### src/rtl/demux_skid_pkg.sv
// Shared constants for the 1-to-2 stream demultiplexer and its per-channel skid FIFOs.
package demux_skid_pkg;
  localparam int DEMUX_WIDTH = 8;
  localparam int DEMUX_DEPTH = 2;
  localparam int NUM_CH      = 2;
  // Occupancy counter must represent 0..DEMUX_DEPTH inclusive.
  localparam int CNT_W       = $clog2(DEMUX_DEPTH + 1);
endpackage

### src/rtl/demux_skid_ch.sv
// One output channel: 2-entry FIFO with registered occupancy and a valid/ready output.
module demux_skid_ch
  import demux_skid_pkg::*;
#(
  parameter int WIDTH = DEMUX_WIDTH
) (
  input  logic             clk,
  input  logic             rst_n,
  input  logic             i_push,
  input  logic [WIDTH-1:0] i_push_data,
  output logic             o_full,
  output logic [WIDTH-1:0] o_out_data,
  output logic             o_out_valid,
  input  logic             i_out_ready
);

  logic [WIDTH-1:0] r_mem [DEMUX_DEPTH];
  logic             r_rd_ptr;
  logic             r_wr_ptr;
  logic [CNT_W-1:0] r_count;
  logic             w_push;
  logic             w_pop;

  assign o_full      = (r_count == CNT_W'(DEMUX_DEPTH));
  assign o_out_valid = (r_count != '0);
  // Held data is hidden while empty so a stale word never shows on the bus.
  assign o_out_data  = o_out_valid ? r_mem[r_rd_ptr] : '0;

  assign w_push = i_push & ~o_full;
  assign w_pop  = o_out_valid & i_out_ready;

  always_ff @(posedge clk or negedge rst_n) begin
    if (!rst_n) begin
      r_rd_ptr <= 1'b0;
      r_wr_ptr <= 1'b0;
      r_count  <= '0;
    end else begin
      if (w_push) r_wr_ptr <= ~r_wr_ptr;
      if (w_pop)  r_rd_ptr <= ~r_rd_ptr;
      case ({w_push, w_pop})
        2'b10:   r_count <= r_count + CNT_W'(1);
        2'b01:   r_count <= r_count - CNT_W'(1);
        default: r_count <= r_count;
      endcase
    end
  end

  always_ff @(posedge clk) begin
    if (w_push) r_mem[r_wr_ptr] <= i_push_data;
  end

endmodule

### src/rtl/demux_skid.sv
// Registered 1-to-2 demultiplexer: steers each accepted word by in_sel into one of two skid FIFOs.
module demux_skid
  import demux_skid_pkg::*;
#(
  parameter int WIDTH = DEMUX_WIDTH
) (
  input  logic             clk,
  input  logic             rst_n,
  input  logic [WIDTH-1:0] in_data,
  input  logic             in_sel,
  input  logic             in_valid,
  output logic             in_ready,
  output logic [WIDTH-1:0] out0_data,
  output logic             out0_valid,
  input  logic             out0_ready,
  output logic [WIDTH-1:0] out1_data,
  output logic             out1_valid,
  input  logic             out1_ready
);

  // Handshake: a transfer happens on a rising edge where valid & ready are both high;
  // valid never waits on ready, and in_ready depends only on in_sel and registered
  // occupancy, so a consumer's ready never reaches the producer combinationally.
  logic [NUM_CH-1:0] w_full;
  logic              w_accept;
  logic              w_push0;
  logic              w_push1;

  assign in_ready = in_sel ? ~w_full[1] : ~w_full[0];
  assign w_accept = in_valid & in_ready;
  assign w_push0  = w_accept & ~in_sel;
  assign w_push1  = w_accept &  in_sel;

  demux_skid_ch #(.WIDTH(WIDTH)) u_ch0 (
    .clk         (clk),
    .rst_n       (rst_n),
    .i_push      (w_push0),
    .i_push_data (in_data),
    .o_full      (w_full[0]),
    .o_out_data  (out0_data),
    .o_out_valid (out0_valid),
    .i_out_ready (out0_ready)
  );

  demux_skid_ch #(.WIDTH(WIDTH)) u_ch1 (
    .clk         (clk),
    .rst_n       (rst_n),
    .i_push      (w_push1),
    .i_push_data (in_data),
    .o_full      (w_full[1]),
    .o_out_data  (out1_data),
    .o_out_valid (out1_valid),
    .i_out_ready (out1_ready)
  );

endmodule
### config.mk
export PLATFORM = sky130hd
export DESIGN_NAME = demux_skid
export DESIGN_NICKNAME = d
export VERILOG_FILES = /design/src/rtl/demux_skid_pkg.sv /design/src/rtl/demux_skid_ch.sv /design/src/rtl/demux_skid.sv
export SDC_FILE = /design/constraint.sdc
export NUM_CORES = 1
export LEC_CHECK = 0
export BUFFER_PORTS_ARGS = -buffer_cell sky130_fd_sc_hd__buf_2
export CORE_UTILIZATION = 40
export CTS_CLUSTER_SIZE = 10
export DETAILED_ROUTE_END_ITERATION = 7
export HOLD_SLACK_MARGIN = 0.06
export PLACE_DENSITY = 0.67
export SYNTH_ARGS = -nofsm -noshare
export SYNTH_HDL_FRONTEND = slang
export SYNTH_HIERARCHICAL = 1
export SYNTH_SLANG_ARGS = --single-unit
### constraint.sdc
create_clock -name clk -period 1.95 [get_ports clk]
set_input_delay 0.39 -clock clk [delete_from_list [all_inputs] [get_ports clk]]
set_output_delay 0.39 -clock clk [all_outputs]
set_load 0.02 [all_outputs]
---- Yosys cells after proc, flatten, opt, wreduce, memory -nomap -nowiden ----
Memory sizes are Yosys's and may differ from the RTL's.
Index checks and enable logic that the tools add are counted.
operators by class
  equal/unequal tests ..................... 6
  bitwise logic cells ..................... 14
  $lt $le $gt $ge ......................... 0
  reduce and logical (&&, ||, !) cells .... 4
  $add $sub $neg .......................... 4
  divide/modulo/power cells ............... 0
  multiplexer cells ....................... 9
  shifts and indexed selects .............. 0
  multiply operators ...................... 0
operator list
  cell                 count
  $mux 8               2
  $eq 2x2->1 const B   4
  $pmux 2 s2           2
  $reduce_bool 2->1    4
  $and 1x1->1          7
  $not 1->1            7
  $mux 1               5
  $add 2x1->2 const B  2
  $eq 2x1->1 const B   2
  $sub 2x1->2 const B  2
word-level totals
  input bits .............................. 14
  output and inout port bits .............. 19
  memories ................................ 2
  latch bits .............................. 0
  register bits ........................... 8
  memory bits (read-only) ................. 0
  bits in writable memories ............... 32
  logic and storage cells ................. 45
memory list
  memory       depth  bits a word  read ports  clocked after memory_dff  write ports  line                 text
  u_ch0.r_mem  2      8            1           0                         1            demux_skid_ch.sv:17  logic [WIDTH-1:0] r_mem [DEMUX_DEPTH];
  u_ch1.r_mem  2      8            1           0                         1            demux_skid_ch.sv:17

---- Longest topological paths before layout ----
Gate-level depths: netlist (run 1).
  depth in word-level cells ............... 8
  depth in mapped cells ................... 8
  gate-level depth less buffers ........... 8

---- Modules after synthesis ----
Netlist (run 1), hierarchy kept.
modules (own cells, without submodules)
  module         area each (µm²)  seq. area each (µm²)  instances  cells an instance
  demux_skid_ch  798.3            580.6                 2          52
  demux_skid     26.3             0.0                   1          3

---- Least setup slack after synthesis (run 1) ----
Ideal clock, no wire load.
  path kind ............................... flip-flop to flip-flop
  start ................................... register u_ch0.r_count[0]
  end ..................................... memory u_ch0/r_mem[0][0] in the netlist's numbering, enable pin
  required time ........................... 1.580 ns
  slack ................................... 0.268 ns
  setup time .............................. 0.370 ns
  stages on the path, launching flop included .. 6
  period minus slack after synthesis ...... 1.682 ns
  buffers on the path ..................... 0
  arrival ................................. 1.311 ns
  cells stage by stage .................... dfrtp_1 -> nand2b_1 -> inv_1 -> nor3b_1 -> nand2_1 -> nor2_1
between the ends
  longest elaborated chain between the ends .. 8
RTL lines
  what                          line                 text
  from (decl)                   demux_skid_ch.sv:20  logic [CNT_W-1:0] r_count;
  from (signal assigned)        demux_skid_ch.sv:41  2'b10: r_count <= r_count + CNT_W'(1);
  from (signal assigned)        demux_skid_ch.sv:42  2'b01: r_count <= r_count - CNT_W'(1);
  from (signal assigned)        demux_skid_ch.sv:43  default: r_count <= r_count;
  $eq 2x2->1                    demux_skid_ch.sv:24  assign o_full = (r_count == CNT_W'(DEMUX_DEPTH));
  via w_full[0]                 demux_skid.sv:24     logic [NUM_CH-1:0] w_full;
  $not 1->1                     demux_skid.sv:29     assign in_ready = in_sel ? ~w_full[1] : ~w_full[0];
  $mux 1                        demux_skid.sv:29
  $and 1x1->1                   demux_skid.sv:30     assign w_accept = in_valid & in_ready;
  $and 1x1->1                   demux_skid.sv:31     assign w_push0 = w_accept & ~in_sel;
  via w_push0                   demux_skid.sv:26     logic w_push0;
  $and 1x1->1                   demux_skid_ch.sv:29  assign w_push = i_push & ~o_full;
  $mux 1                        demux_skid_ch.sv:49  if (w_push) r_mem[r_wr_ptr] <= i_push_data;
  $mux 1 (implied by the code)  demux_skid_ch.sv:49
  to (decl)                     demux_skid_ch.sv:17
The timed path passes the listed nets, and every way through them passes these cells.

---- Worst setup path in the final report (run 1) ----
  start ................................... register u_ch0.r_rd_ptr
  end ..................................... output port out0_data[3]
between the ends
  longest elaborated chain between the ends .. 2
RTL lines
  what                    line                 text
  from (decl)             demux_skid_ch.sv:18  logic r_rd_ptr;
  from (signal assigned)  demux_skid_ch.sv:39  if (w_pop) r_rd_ptr <= ~r_rd_ptr;
  $mem_v2 2x8             --
  $mux 8                  demux_skid_ch.sv:27  assign o_out_data = o_out_valid ? r_mem[r_rd_ptr] : '0;
  to (decl)               demux_skid.sv:13     output logic [WIDTH-1:0] out0_data,
Every way passes these cells.

==> results of run 1 <==
power by group through the flow:
stage	logic [mW]	clock network (mW)	registers [mW]
2_1_floorplan	0.901	0	1.20
3_3_place_gp	1.16	0	1.31
3_5_place_dp	1.18	0	1.32
4_1_cts	1.19	0.659	1.30
5_1_grt	1.28	0.695	1.32
6_report	1.17	0.639	1.30
flip-flops by register name, summed over array words and instances (netlist names):
| register | cells |
|---|---|
| u_ch1/r_wr_ptr | 1 |
| u_ch0/r_wr_ptr | 1 |
| u_ch0/r_rd_ptr | 1 |
| u_ch1/r_count | 2 |
| u_ch1/r_mem | 16 |
| u_ch0/r_mem | 16 |
| u_ch1/r_rd_ptr | 1 |
| u_ch0/r_count | 2 |
metrics by stage:
step,utilization,instances,instance area [µm²]
floorplan,-,107,1620
global placement,0.494,189,1860
detailed placement,0.494,189,1860
CTS,0.525,198,1980
global route,0.525,198,1980
finish,0.525,198,1980
final cells by class:
class | count | area [µm²]
Multi-Input combinational cell | 61 | 437
Sequential cell | 40 | 1160
Clock buffer | 5 | 68.8
Inverter | 4 | 15.0
Clock inverter | 3 | 37.5
Timing Repair Buffer | 37 | 200
Tap cell | 48 | 60.1
Fill cell | 339 | 1790
path summary, 6_finish.rpt:
path | end | slack, ns | depth (start not counted)
max in group asynchronous | u_ch0/r_wr_ptr | 1.30 | 2
min in group asynchronous | u_ch1/r_rd_ptr | 0.48 | 2
setup / recovery | out0_data[3] | 0.1 | 3
hold / removal | u_ch0/r_mem[1][6] | 0.32 | 1
hold reg to reg | u_ch1/r_wr_ptr | 0.50 | 1
setup reg to reg | u_ch0/r_count[1] | 0.20 | 7
layout by cell type (no fill, tap or decap):
| master | instances |
|---|---|
| nor2_2 | 2 |
| buf_4 | 4 |
| buf_2 | 32 |
| dfrtp_1 | 8 |
| bufinv_16 | 1 |
| nor3b_1 | 1 |
| mux2i_1 | 17 |
| and3b_1 | 1 |
| nor2_1 | 20 |
| and3_1 | 2 |
| nor2b_2 | 2 |
| clkbuf_8 | 5 |
| nand2b_1 | 2 |
| ha_1 | 2 |
| xnor2_1 | 6 |
| inv_1 | 4 |
| nand2_1 | 2 |
| clkinv_1 | 2 |
| dlygate4sd3_1 | 1 |
| xor2_1 | 4 |
| edfxtp_1 | 32 |
routing by layer:
layer | routed length (µm) | up-vias
li1 | - | 458
met1 | 1180 | 439
met2 | 1370 | 23
met3 | 147 | 5
met4 | 50 | 0
met5 | 0 | -
worst register-to-register path: stages, from the launching register on:
cell,delay (ns)
dfrtp_1,0.43
nand2b_1,0.17
inv_1,0.06
nor3b_1,0.23
nand2_1,0.15
ha_1,0.35
nor2_1,0.14
xor2_1,0.15
logic make-up (layout without fill, tap and decap cells):
family / count (synthesis) / after routing
adder cells (fa/ha/maj): 2 / 2
flip-flops: 40 / 40
XOR/XNOR: 10 / 10
multiplexers: 17 / 17
AND/OR/NAND/NOR: 32 / 32
buffers and inverters: 6 / 49
==> results.ini, run 1 <==
[global_routing]
antenna_found_initial=0
grt_pass1_wl_mm=4.49
track_usage=0.148
grt_pass1_vias=920
grt_util_met1=0.185
grt_max_degree=13
gr-max-usage-layer=met2
met3_usage=0.0486
overflow=0
grt_use_met2=0.232

[synthesis]
synth_fa_ha_area_frac=0.0154
yosys.area.top_type=edfxtp_1
synth_top_area_share=0.592
synthArstFlopShare=0.200
netlist_area_mm2=0.00162
synth_top_family_by_area=multiplexers
yosysSeqAreaShare=0.715
synthXorXnorAreaFrac=0.0540
synth_edf_count=32
synthTopCellsByCount=32 x edfxtp_1, 20 x nor2_1, 17 x mux2i_1, 8 x dfrtp_1, 6 x xnor2_1
yosysMostFrequentCell=edfxtp_1
synthTopCellsByArea=edfxtp_1 59%, dfrtp_1 12%, mux2i_1 10%
yosys.area_share.simple=0.0948
ys_types=16
synth_compound_area_frac=0
synth-main-ff-cell=edfxtp_1
synth_warnings=6
syn_inst=107
syn_avg_cell_area_um2=15.2
muxShareOfSynthArea=0.105
synth_nets=123
synth.ff_latch_count=40

[clock_network]
ctsHoldBuffers=1
clockRootBuffer=clkbuf_8
cts_resized=0
cts_setup_buffers=0
cts_inserted_buffers=5
worstSkewPairLatency_ns=0.29
path_clk_slew_ns=0.07
cts_buffer_depth=2
numClockSinks=40
htreeDepth=2
cts_tree=done

[sta]
whs_ns=0.322
finalSetupViolations=0
fin_skew_ns=0.00147
rsz0062_at_grt=false
post-route-min-period_ns=1.85
worst_pin_slew_ns=0.522
finalSetupTns_ns=0
max_freq_mhz=540
finalWorstSetupSlack_ns=0.0984
post-route-period-util=0.950
maxSlewHeadroom=0.652
final_max_slew_viol_count=0
hold_viol_final=0

[setup_path]
crit_start=u_ch0/r_rd_ptr
worstSetupStartpointType=register
required_ns=1.56
path_max_fanout=9
crit_family=flip-flops
crit_chain=mux2i_1 -> nor2_1 -> buf_2
cp-end-kind=output port
crit_type=register to output port
cp_slowest_stage_delay_ns=0.66
r2r-start=u_ch0/r_count[0]
cpMaxStageDelayCell=dfrtp_1
worst_ep_arrival_time_ns=1.46
crit_buf_inv=1

[placement]
place_congestion=0.683
portBuffers=32
hpwlAfterDp_mm=2.06
place_ws_ns=0.218

[pwr]
vdd_drop_max_uv=1060
p_leak_nw=0.842
combPwrFrac=0.375
finalPower_mw=3.10
p_sw_frac=0.364
p_int_mw=1.97
power_density_mw_per_mm2=1570
seqPwrFrac=0.419
power_switching_mw=1.13
clkPwrFrac=0.206

[floorplan]
coreArea_mm2=0.00377
die_area_mm2=0.00432
rows=22
initial_utilization=0.430
die_y_um=65.7
io-pin-count=33
die_width_um=65.7

[routing]
wirelength_mm=2.74
post_drt_wl_per_cell_um=13.9
ant_nets=0
vias=925
drtPass1Iterations=2
drc=0
routed_via_density=4.67
dr.first_iter.drc_count=48

[hold_path]
hp-class=input port to register
min_from=in_data[6]

[job]
maxCapViolCount=0

[final_layout]
area_delta_synth_final_pct=22.0
drive_gt1_frac=0.307
finalNetCount=165
antennaDiodeCount=0

[outcome]
status=finished clean

Note: power is estimated with default switching activity, not from simulation.
==> run 2: changes to the inputs <==
--- a/config.mk
+++ b/config.mk
@@ -5,6 +5,7 @@
 export SDC_FILE = /design/constraint.sdc
 export NUM_CORES = 1
 export LEC_CHECK = 0
+export ABC_AREA = 1
 export BUFFER_PORTS_ARGS = -buffer_cell sky130_fd_sc_hd__buf_2
 export CORE_UTILIZATION = 40
 export CTS_CLUSTER_SIZE = 10
==> results.ini, run 2 <==
[clock_network]
cts_inserted_buffers=5  ; unchanged
path_clk_slew_ns=0.08  ; about the same
cts_buffer_depth=2  ; unchanged
clockRootBuffer=clkbuf_8
numClockSinks=40  ; unchanged
worstSkewPairLatency_ns=0.29  ; about the same
cts_setup_buffers=0  ; unchanged
htreeDepth=2  ; unchanged
cts_tree=done

[synthesis]
synth-main-ff-cell=edfxtp_1
ys_types=16  ; unchanged
synthArstFlopShare=0.200  ; unchanged
synth_nets=175  ; +42%
yosysSeqAreaShare=0.676  ; -0.0396
synth_edf_count=32  ; unchanged
yosys.area.top_type=edfxtp_1
yosysMostFrequentCell=nand2_1
synth_top_area_share=0.559  ; -0.0328
synth_warnings=6  ; unchanged
netlist_area_mm2=0.00172  ; +5.9%
synthTopCellsByArea=edfxtp_1 56%, dfrtp_1 12%, nand2_1 11%
syn_avg_cell_area_um2=10.8  ; -29%
synthTopCellsByCount=50 x nand2_1, 32 x edfxtp_1, 21 x inv_1, 16 x a21oi_1, 8 x dfrtp_1
syn_inst=159  ; +49%
synth.ff_latch_count=40  ; unchanged

[floorplan]
rows=23  ; +4.5%
initial_utilization=0.423  ; -0.00695
die_area_mm2=0.00456  ; +5.7%
die_width_um=67.5  ; +2.8%
io-pin-count=33  ; unchanged
coreArea_mm2=0.00406  ; +7.6%
die_y_um=67.5  ; +2.8%

[pwr]
power_density_mw_per_mm2=1560  ; -0.27%
seqPwrFrac=0.378  ; -0.041
power_switching_mw=1.29  ; +14%
p_sw_frac=0.399  ; +0.0348
p_leak_nw=0.923  ; +9.6%
vdd_drop_max_uv=565  ; -47%
p_int_mw=1.95  ; -1.3%
clkPwrFrac=0.203  ; -0.003
combPwrFrac=0.419  ; +0.044

[routing]
dr.first_iter.drc_count=79  ; +65%
drc=0  ; unchanged
ant_nets=0  ; unchanged
post_drt_wl_per_cell_um=11.7  ; -15%
drtPass1Iterations=4  ; +2
wirelength_mm=2.96  ; +7.7%
vias=1162  ; +26%
routed_via_density=4.61  ; -1.3%

[final_layout]
top_regs=u_ch0/r_mem: 16 flops, u_ch1/r_mem: 16 flops
finalNetCount=217  ; +32%
area_delta_synth_final_pct=20.7
layout_commonest_cell=nand2_1
antennaDiodeCount=0  ; unchanged
layout_common_cells=50 x nand2_1, 32 x buf_2, 32 x edfxtp_1
drive_gt1_frac=0.267  ; -0.0393

[setup_path]
crit_type=register to output port
worstSetupStartpointType=register
worst_ep_arrival_time_ns=1.40  ; -0.06 ns
required_ns=1.56  ; about the same
r2r_setup_slack_ns=0.29  ; +0.09 ns
reg2reg_to=u_ch1/r_count[1]
cp-end-kind=output port
path_max_fanout=9  ; unchanged
r2r-start=u_ch1/r_count[1]
r2r_cells=11  ; +4
crit_start=u_ch1/r_rd_ptr

[global_routing]
grt_pass1_vias=1048  ; +14%
grt_pass1_wl_mm=4.80  ; +6.9%
overflow=0  ; unchanged
grt_max_degree=14  ; +1
antenna_found_initial=0  ; unchanged
track_usage=0.152  ; +0.00421

[sta]
rsz0062_at_grt=false
post-route-min-period_ns=1.79  ; -0.0621 ns
final_max_slew_viol_count=0  ; unchanged
maxSlewHeadroom=0.783  ; +0.131
worst_pin_slew_ns=0.325  ; -0.197 ns
hold_viol_final=0  ; unchanged
fin_skew_ns=0.00475  ; +0.00328 ns
finalSetupTns_ns=0  ; unchanged
max_freq_mhz=559  ; +3.5%
post-route-period-util=0.918  ; -0.0318
finalWorstSetupSlack_ns=0.160  ; +0.0621 ns
finalSetupViolations=0  ; unchanged

[placement]
hpwlAfterDp_mm=2.13  ; +3.7%
place_ws_ns=0.321  ; +0.103 ns
portBuffers=32  ; unchanged
place_congestion=0.694  ; +1.5%

[hold_path]
hold_end=u_ch0/r_mem[1][5]
min_from=in_data[5]
hp-class=input port to register
holdPathStages=1  ; unchanged

[outcome]
status=finished clean

[job]
maxCapViolCount=0  ; unchanged

## run 2: kinds of logic (layout without fill, tap and decap cells)
family / after synthesis / after routing / share of synthesized area
AND/OR/NAND/NOR: 67 / 67 / 0.158
flip-flops: 40 / 40 / 0.676
buffers and inverters: 28 / 71 / 0.0743
AO/OA/AOI/OAI: 20 / 20 / 0.0670
adder cells (fa/ha/maj): 2 / 2 / 0.0146
XOR/XNOR: 2 / 2 / 0.0102
## run 2: routing by layer
| metal | vias to the layer above | global-route usage | part of all wire |
|---|---|---|---|
| met1 | 517 | 0.194 | 0.44 |
| met4 | 0 | 0.0638 | 0.016 |
| met2 | 35 | 0.229 | 0.48 |
| met3 | 5 | 0.0591 | 0.056 |
| met5 | - | 0 | 0 |
| li1 | 605 | - | - |
## run 2: worst max-delay path by stage
stage / to / slack (ns)
floorplan: u_ch1/r_mem[1][0] / 0.35
global placement: u_ch1/r_count[1] / 0.35
detailed placement: u_ch1/r_count[1] / 0.32
CTS: out1_data[7] / 0.11
global route: out1_data[2] / 0.03
finish: out1_data[6] / 0.16
## run 2: per-stage QoR
stage | power [mW] | instances | hold WS (ns) | utilization | instance area (µm²)
5_1_grt | 3.50 | 252 | 0.295 | 0.511 | 2070
6_report | 3.24 | 252 | 0.312 | 0.511 | 2070
3_3_place_gp | 2.59 | 243 | 0.251 | 0.480 | 1950
2_1_floorplan | 2.21 | 159 | 0.0944 | - | 1720
3_5_place_dp | 2.61 | 243 | 0.255 | 0.480 | 1950
4_1_cts | 3.28 | 252 | 0.305 | 0.510 | 2070
## run 2: repair_timing
action	CTS	global route
endpoints found under the hold margin	8	0
endpoints found under the setup margin	0	1
hold buffers	1	0
resized for setup	0	1
## run 2: power by group through the flow
| stage | clock network [mW] | registers [mW] | logic (mW) |
|---|---|---|---|
| detailed placement | 0 | 1.24 | 1.37 |
| CTS | 0.681 | 1.22 | 1.38 |
| floorplan | 0 | 1.20 | 1.01 |
| global placement | 0 | 1.23 | 1.36 |
| global route | 0.731 | 1.24 | 1.53 |
| finish | 0.659 | 1.22 | 1.36 |
## run 2: worst max-delay path, cell delays in order (launching register included)
cell and delay (ns):
dfrtp_1 0.51, clkinvlp_4 0.26, nand2_1 0.11, a21oi_1 0.07, buf_2 0.16
## run 2: layout make-up
type	instances	area [µm²]
Fill cell	373	1980
Sequential cell	40	1160
Multi-Input combinational cell	91	429
Timing Repair Buffer	39	215
Inverter	24	93.8
Clock buffer	5	68.8
Tap cell	50	62.6
Clock inverter	3	42.5
==> run 3: changes to the inputs <==
--- a/config.mk
+++ b/config.mk
@@ -11,7 +11,7 @@
 export CTS_CLUSTER_SIZE = 10
 export DETAILED_ROUTE_END_ITERATION = 7
 export HOLD_SLACK_MARGIN = 0.06
-export PLACE_DENSITY = 0.67
+export PLACE_DENSITY = 0.69
 export SYNTH_ARGS = -nofsm -noshare
 export SYNTH_HDL_FRONTEND = slang
 export SYNTH_HIERARCHICAL = 1
==> constraint.sdc (replaced) <==
create_clock -name clk -period 1.56 [get_ports clk]
set_input_delay 0.312 -clock clk [delete_from_list [all_inputs] [get_ports clk]]
set_output_delay 0.312 -clock clk [all_outputs]
set_load 0.02 [all_outputs]
==> results.ini, run 3 (synthesized netlist as in run 2, its figures left out) <==
[outcome]
status=finished with violations
violations=negative setup slack

[routing]
drc=0  ; unchanged
post_drt_wl_per_cell_um=13.1  ; +12%
dr.first_iter.drc_count=73  ; -7.6%
vias=1266  ; +9.0%
ant_nets=0  ; unchanged
drtPass1Iterations=4  ; unchanged
wirelength_mm=3.51  ; +19%
routed_via_density=4.74  ; +2.8%

[global_routing]
grt_pass1_vias=1217  ; +16%
overflow=0  ; unchanged
track_usage=0.175  ; +0.0229
grt_max_degree=13  ; -1
antenna_found_initial=0  ; unchanged
grt_pass1_wl_mm=5.55  ; +16%

[final_layout]
area_delta_synth_final_pct=43.0
layout_common_cells=50 x nand2_1, 32 x edfxtp_1, 22 x buf_6
stdcell_area_mm2=0.00246  ; +18%
finalNetCount=232  ; +6.9%
layout_commonest_cell=nand2_1
top_regs=u_ch0/r_mem: 16 flops, u_ch1/r_mem: 16 flops
drive_gt1_frac=0.442  ; +0.175
antennaDiodeCount=0  ; unchanged

[hold_path]
hp-class=input port to register
holdPathStages=1  ; unchanged

[setup_path]
path_max_fanout=5  ; -4
crit_top_cell=buf_6
worstSetupStartpointType=register
r2r_cells=11  ; unchanged
crit_cells=5  ; +1
worst_ep_arrival_time_ns=1.30  ; -0.10 ns
crit_chain=buf_6 -> nor2_4 -> buf_6 -> a21oi_2 -> buf_4
cpMaxStageDelayCell=dfrtp_1
crit_family=buffers and inverters
required_ns=1.25  ; -0.31 ns
crit_type=register to output port
cp-end-kind=output port
crit_buf_inv=3  ; +1
cp_slowest_stage_delay_ns=0.40  ; -0.11 ns

[sta]
post-route-period-util=1.03
worst_pin_slew_ns=0.244  ; -0.0814 ns
finalWorstSetupSlack_ns=-0.0487  ; -0.209 ns
fin_skew_ns=0.00427  ; -0.000483 ns
maxSlewHeadroom=0.837  ; +0.0539
hold_viol_final=0  ; unchanged
finalSetupViolations=18  ; +18
final_max_slew_viol_count=0  ; unchanged
rsz0062_at_grt=true
max_freq_mhz=622
post-route-min-period_ns=1.61

[clock_network]
worstSkewPairLatency_ns=0.29  ; about the same
path_clk_slew_ns=0.08  ; about the same
clockRootBuffer=clkbuf_8
cts_buffer_depth=2  ; unchanged
numClockSinks=40  ; unchanged
cts_inserted_buffers=5  ; unchanged
cts_tree=done
htreeDepth=2  ; unchanged

[pwr]
p_leak_nw=1.05  ; +14%
power_density_mw_per_mm2=2090  ; +34%
vdd_drop_max_uv=898  ; +59%
finalPower_mw=5.13  ; +58%

[floorplan]
rows=23  ; unchanged
io-pin-count=33  ; unchanged
coreArea_mm2=0.00406  ; unchanged
die_width_um=67.5  ; unchanged
die_area_mm2=0.00456  ; unchanged
initial_utilization=0.423  ; unchanged
die_y_um=67.5  ; unchanged

[placement]
hpwlAfterDp_mm=2.35  ; +10%
portBuffers=32  ; unchanged
placed_area_mm2=0.00202  ; +3.5%
place_congestion=0.749  ; +8.0%

[job]
maxCapViolCount=0  ; unchanged

## run 3: cell types whose count changed in the layout (fill, tap and decap cells not counted), sizes merged
cell      delta
buf         +15
clkbuf       +1
clkinv       -1
clkinvlp     -1
inv          +1
## run 3: repair_timing
action / 4_1_cts / 5_1_grt
gates cloned: 2 / 0
hold endpoints to repair: 8 / 0
buffers inserted: 5 / 1
endpoints found under the setup margin: 18 / 31
hold buffers: 1 / 0
pin swaps: 2 / 5
gates resized for setup: 45 / 33
## run 3: routing by layer
layer	track usage	wire (µm)
met5	0	0
met2	0.286	1770
met4	0.0638	48
met1	0.213	1530
met3	0.0591	156
## run 3: report_power, final
| part | leakage [nW] | switching, mW | internal (mW) |
|---|---|---|---|
| registers | 0.388 | 0.104 | 1.38 |
| logic | 0.605 | 1.53 | 1.29 |
| clock network | 0.0552 | 0.348 | 0.475 |
## run 3: layout make-up
type	count	area [µm²]
clock inverters	2	35.0
clock buffers	6	72.6
inverters	24	92.6
fillers	326	1600
multi-input cells	91	562
repair buffers	54	470
flip-flops and latches	40	1160
well taps	50	62.6
## run 3: stage by stage
| stage | cells | hold WS [ns] | utilization | setup TNS [ns] | setup slack (ns) |
|---|---|---|---|---|---|
| after global routing | 267 | 0.234 | 0.605 | -1.56 | -0.115 |
| after detailed placement | 250 | 0.181 | 0.497 | 0 | 0.0521 |
| after global placement | 250 | 0.177 | 0.497 | 0 | 0.0840 |
| after CTS | 266 | 0.243 | 0.574 | -0.817 | -0.0671 |
| final | 267 | 0.242 | 0.605 | -0.444 | -0.0487 |
| after floorplan | 159 | 0.0164 | - | 0 | 0.00458 |
## run 3: final timing paths
path                                  startpoint                end  slack (ns)
worst max-delay path            u_ch1/r_count[1]       out1_data[7]       -0.05
worst min-delay path                  in_data[6]  u_ch1/r_mem[1][6]        0.24
worst max register to register  u_ch1/r_count[1]   u_ch1/r_count[1]        0.04
worst min register to register    u_ch1/r_wr_ptr     u_ch1/r_wr_ptr        0.52
max in group asynchronous                  rst_n     u_ch0/r_rd_ptr        0.97
min in group asynchronous                  rst_n   u_ch1/r_count[0]        0.41
